**src/rtl/amiga_clk_mon.sv**
```systemverilog
`default_nettype none
// +--------------------------------------------------------------------------+
// | Module      : amiga_clk_mon                                              |
// | Description : Cadence checker for the Amiga clk7_en / clk7n_en / c1 / c3 |
// |               enables and the E-clock phase-0 level, on the 28 MHz clock.|
// |               Locks onto the 7 MHz period, then reports deviations as    |
// |               sticky flags, a saturating counter and a one-cycle strobe. |
// |               Optional E-clock check: define MINIMIG_CLK_MON_ECLK_EN.    |
// | Revision    : 1.0 - initial release                                      |
// +--------------------------------------------------------------------------+
module amiga_clk_mon #(
  parameter int LOCK_PERIODS = 4,
  parameter int ERR_CNT_W    = 8
) (
  input  logic                 clk_28,
  input  logic                 rst_n,
  input  logic                 clk7_en,
  input  logic                 clk7n_en,
  input  logic                 c1,
  input  logic                 c3,
  input  logic                 eclk0,
  input  logic                 clr,
  output logic                 mon_locked,
  output logic                 err_stb,
  output logic [3:0]           err_flags,
  output logic [ERR_CNT_W-1:0] err_cnt,
  output logic [1:0]           phase
);

  typedef enum logic [0:0] {
    ST_ACQ    = 1'b0,
    ST_LOCKED = 1'b1
  } state_t;

  state_t                 state_q, state_d;
  logic [1:0]             cnt_q, cnt_d;
  logic                   seen_q, seen_d;
  logic [3:0]             good_q, good_d;
  logic                   mon_locked_q, mon_locked_d;
  logic                   err_stb_q, err_stb_d;
  logic [3:0]             err_flags_q, err_flags_d;
  logic [ERR_CNT_W-1:0]   err_cnt_q, err_cnt_d;

  logic [1:0]             c13_exp;
  logic [3:0]             e_vec;
  logic                   err;
  logic                   e3;
  logic                   eseen_ok;
  logic                   report;

`ifdef MINIMIG_CLK_MON_ECLK_EN
  logic [5:0]             ecnt_q, ecnt_d;
  logic                   eclk0_prev_q;
  logic                   eseen_q, eseen_d;
  logic                   eclk0_rise;

  // E-clock position (0..39), pulled back to 1 on each rising eclk0 so a
  // healthy waveform always has ecnt==0 on the rising cycle.
  always_comb begin
    eclk0_rise = eclk0 & ~eclk0_prev_q;
    ecnt_d     = (ecnt_q == 6'd39) ? 6'd0 : ecnt_q + 6'd1;
    if (eclk0_rise) begin
      ecnt_d = 6'd1;
    end
    eseen_d  = eseen_q | eclk0_rise;
    e3       = eseen_q & (eclk0 != (ecnt_q < 6'd4));
    eseen_ok = eseen_q;
  end

  // E-clock tracker registers
  always_ff @(posedge clk_28 or negedge rst_n) begin
    if (!rst_n) begin
      ecnt_q       <= 6'd0;
      eclk0_prev_q <= 1'b0;
      eseen_q      <= 1'b0;
    end else begin
      ecnt_q       <= ecnt_d;
      eclk0_prev_q <= eclk0;
      eseen_q      <= eseen_d;
    end
  end
`else
  // E-clock input is deliberately unobserved in this build.
  logic unused_eclk0;
  assign unused_eclk0 = eclk0;
  assign e3           = 1'b0;
  assign eseen_ok     = 1'b1;
`endif

  // Phase counter: resynchronises to 1 after every clk7_en, free-runs otherwise
  always_comb begin
    cnt_d  = clk7_en ? 2'd1 : cnt_q + 2'd1;
    seen_d = seen_q | clk7_en;
  end

  // Compare the inputs against the waveform expected at the current phase
  always_comb begin
    c13_exp = 2'b00;
    case (cnt_q)
      2'd0:    c13_exp = 2'b00;
      2'd1:    c13_exp = 2'b10;
      2'd2:    c13_exp = 2'b11;
      default: c13_exp = 2'b01;
    endcase
    e_vec = 4'b0000;
    if (seen_q) begin
      e_vec[0] = clk7_en  != (cnt_q == 2'd0);
      e_vec[1] = clk7n_en != (cnt_q == 2'd2);
      e_vec[2] = {c1, c3} != c13_exp;
      e_vec[3] = e3;
    end
    err = |e_vec;
  end

  // Lock FSM: count clean 7 MHz periods in ACQ, drop back on any error
  always_comb begin
    state_d = state_q;
    good_d  = good_q;
    case (state_q)
      ST_ACQ: begin
        if (err) begin
          good_d = 4'd0;
        end else if (clk7_en && seen_q && (good_q != 4'hF)) begin
          good_d = good_q + 4'd1;
        end
        if (!err && eseen_ok && (good_d >= 4'(LOCK_PERIODS))) begin
          state_d = ST_LOCKED;
          good_d  = 4'd0;
        end
      end
      default: begin
        good_d = 4'd0;
        if (err) begin
          state_d = ST_ACQ;
        end
      end
    endcase
    mon_locked_d = (state_d == ST_LOCKED);
  end

  // Error reporting while locked; a reported error takes priority over clr
  always_comb begin
    report      = (state_q == ST_LOCKED) && err;
    err_stb_d   = report;
    err_flags_d = err_flags_q;
    err_cnt_d   = err_cnt_q;
    if (report) begin
      if (clr) begin
        err_flags_d = e_vec;
        err_cnt_d   = ERR_CNT_W'(1);
      end else begin
        err_flags_d = err_flags_q | e_vec;
        err_cnt_d   = (&err_cnt_q) ? err_cnt_q : err_cnt_q + ERR_CNT_W'(1);
      end
    end else if (clr) begin
      err_flags_d = 4'b0000;
      err_cnt_d   = '0;
    end
  end

  // State and output registers
  always_ff @(posedge clk_28 or negedge rst_n) begin
    if (!rst_n) begin
      state_q      <= ST_ACQ;
      cnt_q        <= 2'd0;
      seen_q       <= 1'b0;
      good_q       <= 4'd0;
      mon_locked_q <= 1'b0;
      err_stb_q    <= 1'b0;
      err_flags_q  <= 4'b0000;
      err_cnt_q    <= '0;
    end else begin
      state_q      <= state_d;
      cnt_q        <= cnt_d;
      seen_q       <= seen_d;
      good_q       <= good_d;
      mon_locked_q <= mon_locked_d;
      err_stb_q    <= err_stb_d;
      err_flags_q  <= err_flags_d;
      err_cnt_q    <= err_cnt_d;
    end
  end

  assign mon_locked = mon_locked_q;
  assign err_stb    = err_stb_q;
  assign err_flags  = err_flags_q;
  assign err_cnt    = err_cnt_q;
  assign phase      = cnt_q;

endmodule
`default_nettype wire

```
**config.mk**
```make
export PLATFORM = sky130hd
export DESIGN_NAME = amiga_clk_mon
export DESIGN_NICKNAME = d
export VERILOG_FILES = /design/src/rtl/amiga_clk_mon.sv
export SDC_FILE = /design/constraint.sdc
export NUM_CORES = 1
export LEC_CHECK = 0
export BUFFER_PORTS_ARGS = -buffer_cell sky130_fd_sc_hd__buf_2
export CORE_MARGIN = 2
export CORE_UTILIZATION = 50
export CTS_CLUSTER_DIAMETER = 60
export DETAILED_ROUTE_END_ITERATION = 16
export PLACE_DENSITY = 0.75
export REMOVE_ABC_BUFFERS = 1
export SLEW_MARGIN = 10
export SYNTH_ARGS = -nofsm -noshare
export SYNTH_HDL_FRONTEND = slang
export SYNTH_SLANG_ARGS = --single-unit
export TNS_END_PERCENT = 30
```
**constraint.sdc**
```tcl
create_clock -name clk_28 -period 4.05 [get_ports clk_28]
set_clock_uncertainty 0.2 [all_clocks]
set_input_delay 0.405 -clock clk_28 [delete_from_list [all_inputs] [get_ports clk_28]]
set_output_delay 0.405 -clock clk_28 [all_outputs]
set_load 0.02 [all_outputs]
```
### After elaboration in Yosys (flattened, before gate mapping)

Cells that the tools add are included.

* bits in registers: 21
* bits of input ports: 8
* output and inout bits: 16
* word-level logic and storage cells: 48

* $add $sub $neg: 3
* $lt $le $gt $ge: 1
* equal/unequal tests: 7
* mux-type cells: 18
* bitwise gates (word level): 2
* reductions and logical operators: 10

Operators with widths (count)
* 2-to-1 mux 4 bit: 8
* 2-to-1 mux 8 bit: 4
* adder 8 x 1 -> 8 bit, second input constant: 1
* AND reduction 8 bit: 1
* case mux 2 bit (3 select lines): 1
* adder 4 x 1 -> 4 bit, second input constant: 1
* >= comparator 4 x 3 -> 1 bit, second input constant: 1
* logical AND 1 bit: 4
* inequality test 4 bit, second input constant: 1
* OR 4 bit: 1
* OR reduction 4 bit: 1
* 2-to-1 mux 1 bit: 3
* 2-to-1 mux 3 bit: 1
* adder 2 x 1 -> 2 bit, second input constant: 1
* == test 2 x 1 -> 1 bit, second input constant: 1
* == test 2 bit, second input constant: 1
* zero test 2 bit: 1
* 2-to-1 mux 2 bit: 1
* inequality test 1 bit: 2
* inequality test 2 bit: 1
* inequality test 2 bit, second input constant: 1
* AND reduction 2 bit: 1
* nonzero test 2 bit: 1
* zero test 1 bit: 1
* OR 1 bit: 1

### Depth between registers and ports, before layout

* depth after elaboration: 11
* depth in mapped cells: 7
* mapped depth without buffers: 6

### Least setup slack after synthesis

OpenSTA, ideal clock, no wires.

* path type: register to register
* from: reg cnt_q[0] (netlist: phase[0])
* to: reg err_cnt_q[5] (netlist: err_cnt[5])
* library setup time: 78 ps
* arrival time: 1897 ps
* data required time: 3772 ps
* setup slack: 1876 ps
* cell stages (with the launch flop): 7
* clock period less this slack: 2174 ps
* path through: dfrtp_1 -> inv_1 -> ha_1 -> o21a_1 -> o2111a_1 -> or4_1 -> a21oi_1

* cells in the longest elaborated chain, start to end: 8

RTL lines
* start: declaration: line 36 `logic [1:0] cnt_q, cnt_d;`
* start signal: assignment: line 174 `cnt_q <= cnt_d;`
* == test 2 bit, or another cell as far along: line 99, 108
* case mux 2 bit (3 select lines): line 99 `case (cnt_q)`
* inequality test 2 bit: line 109 `e_vec[2] = {c1, c3} != c13_exp;`
* 2-to-1 mux 3 bit *: line 106 `if (seen_q) begin`
* OR reduction 4 bit *: line 112 `err = |e_vec;`
* logical AND 1 bit *: line 143 `report = (state_q == ST_LOCKED) && err;`
* nonzero test 2 bit (no line)
* AND reduction 2 bit (no line)
* end signal: assignment: line 180 `err_cnt_q <= err_cnt_d;`
* end: declaration: line 42 `logic [ERR_CNT_W-1:0] err_cnt_q, err_cnt_d;`

Every way passes the cells marked *; elsewhere a longest branch is shown, timed or not.
A chain may end at the register's enable or synchronous reset.

### Worst setup path after layout

Ends and elaborated chain as after synthesis.

==> results.tsv <==
metric	value	unit
R2R Setup Slk	1.74	ns
Setup WS post-layout	1.74	ns
CTS tree	yes	
1st-iter DRT viols	24	
worst hold path class	in2reg	
power per cell area	332	nW/um^2
Die X	49.3	um
post_cts resized	0	
dpl ws	1.76	ns
Post-Synth XOR/XNOR Area	0.0341	
initial core utilization	0.528	
Compound-Gate Fraction of Synth Area	0.199	
hold path cells	2	
CP startpoint	phase[0]$_DFF_PN0_	
Max Freq	0.433	GHz
# clock sinks	20	
clock buffer depth	2	
top cell type's share of synthesized area	0.488	
placed cells	146	
Vias	877	
most frequent cells in the layout	buf_2, dfrtp_1, a21oi_1	
synthesized area	1030	um^2
post-layout instance area	1200	um^2
Seq/Total Area, Yosys	0.488	
Post-DP HPWL	1480	um
Async S/R FF share, synth	1.00	
Hold-fix buffers, CTS	1	
Post-CTS Setup Repair Bufs	0	
DR vias/cell	5.81	
Placement Cell Area	1150	um^2
vias in the first global route	797	
Total Routing Usage GR	0.193	
Area Overhead vs Synth	17.0	%
Initial DRT Pass Iterations	4	
top cells by area, synth	dfrtp_1, ha_1, a21oi_1, xnor2_1, nand3_1	
Crit. End Element	flip-flop	
Hold Startpoint	clr	
setup_tns	0	ns
dominant cell type by area after synthesis	dfrtp_1	
multiplexer area fraction after synthesis	0.00976	
worst setup path class	reg2reg	
CTS H-tree depth	1	
Ant. Diodes	0	
NumNets Final	138	
Tmin final	2.31	ns
worst-skew pair later-pin latency	0.31	ns
Post-Synth Simple-Gate Area	0.172	
remaining routing DRC violations	0	
Synth Area in Adders	0.0610	
wire length of the first global-routing pass	3590	um
worst reg-to-reg path cell count	6	
Max-slew headroom	0.617	
RD Place Congestion	0.811	
Startpoint Class	flip-flop	
slew at the pin closest to its max-slew limit	0.570	ns
CP Max Fanout	14	
maxcap violations	0	
Tcrit/Tclk final	0.571	
clock tree root buffer cell	clkbuf_4	
IO Count	24	
initial antenna violation count	0	
final wirelength	2020	um
Rows	16	
CP required	4.09	ns
Hold Path Sink	err_cnt[3]$_DFFE_PN0P_	
Yosys cell types	39	
commonest non-fill, non-tap cell in the layout	buf_2	
terminus of the critical flop-to-flop path	err_cnt[5]$_DFFE_PN0P_	
Hold Violations, Final	0	
share of cells above drive strength 1	0.210	
Synth Warn #	0	
largest net degree at the start of global routing	21	
Most used DFF post-synth	dfrtp_1	
Yosys reg bits	20	
PortBufs	21	
total core area	1940	um^2
largest family of logic cells by synthesized area	compound AO/OA/AOI/OAI gates	
wire per inst	13.4	um
Post-synth EDFFs	0	
die area	2430	um^2
RSZ-0062 raised after global routing	no	
FF-to-FF Start	phase[0]$_DFF_PN0_	
status	finished, final reports clean	
Die H	49.3	um
Mapped Avg Cell Area	10.4	um^2
Reg clk slew, reported paths	0.11	ns
Leakage Power	0.559	nW
Finished Layout Cells	151	
Cells after Synth	99	
Final ANT Viol Nets	0	
gr ovfl total	0	
cts bufs inserted	3	
CP arrival	2.36	ns
endpoints failing setup	0	
Peak VDD IR	0.000213	V
final-report max-slew violation count	0	
-- routing by layer --
layer  vias to the layer above  global-route usage  share of wire
met2                        28               0.284           0.49
met3                         5              0.0368          0.059
met4                         0               0.105          0.021
met1                       422               0.267           0.43
met5                         -                   0              0
li1                        422                   -              -
-- synth_stat cells (2+ instances only) --
library cell  instances
a211oi_1              2
a21oi_1               7
buf_4                 2
dfrtp_1              20
ha_1                  5
inv_1                 4
nand2_1               4
nand3_1               5
nand4_1               2
nor2_1                4
nor3_1                5
o211ai_1              2
o21ai_0               3
o2bb2ai_1             2
o31ai_1               3
or3_1                 2
or4_1                 3
xnor2_1               3
-- per-stage QoR --
step                      power, mW   util  hold slack, ns
after global placement        0.282  0.594           0.171
final                         0.398  0.618           0.149
after CTS                     0.403  0.618           0.140
after global routing          0.421  0.618           0.151
after floorplan               0.259      -         -0.0906
after detailed placement      0.284  0.594           0.178
-- worst max-delay path by stage --
stage | to | slack, ns | cells after the start
floorplan | err_cnt[5]$_DFFE_PN0P_ | 1.78 | 6
global placement | err_cnt[4]$_DFFE_PN0P_ | 1.81 | 6
detailed placement | err_cnt[5]$_DFFE_PN0P_ | 1.76 | 6
CTS | err_cnt[5]$_DFFE_PN0P_ | 1.73 | 6
global route | err_cnt[5]$_DFFE_PN0P_ | 1.58 | 6
finish | err_cnt[5]$_DFFE_PN0P_ | 1.74 | 6
-- registers in the layout, summed over array words and instances, names as in the netlist --
| signal | count |
|---|---|
| mon_locked | 1 |
| err_stb | 1 |
| phase | 2 |
| err_cnt | 8 |
| good_q | 4 |
| err_flags | 3 |
| seen_q | 1 |
-- final cells by class --
cell class	count	area (um^2)
Fill cell	188	742
Sequential cell	20	500
Multi-Input combinational cell	74	499
Timing Repair Buffer	22	115
Clock buffer	4	36.3
Tap cell	27	33.8
Inverter	4	15.0
-- worst max-delay path: stages, from the launching register on --
cell      delay (ns)
dfrtp_1         0.41
inv_1           0.09
ha_1            0.24
o21a_1          0.22
o2111a_1        0.40
or4_1           0.55
a21oi_1         0.15
-- cells by family (layout without fill, tap and decap cells) --
kind of cell / after synthesis / after routing
muxes: 1 / 1
xor gates and xnor gates: 4 / 4
buffers and inverters: 7 / 30
and+or+nand+nor: 32 / 32
DFF: 20 / 20
adders and majority gates: 5 / 5
other: 1 / 3
AOI/OAI and AO/OA: 29 / 29
-- power breakdown --
part           internal, mW  leakage [nW]  switching, mW
Clock                0.0549        0.0210         0.0630
Combinational        0.0228         0.274         0.0413
Sequential            0.208         0.264        0.00797
(Power assumes the default switching activity.)
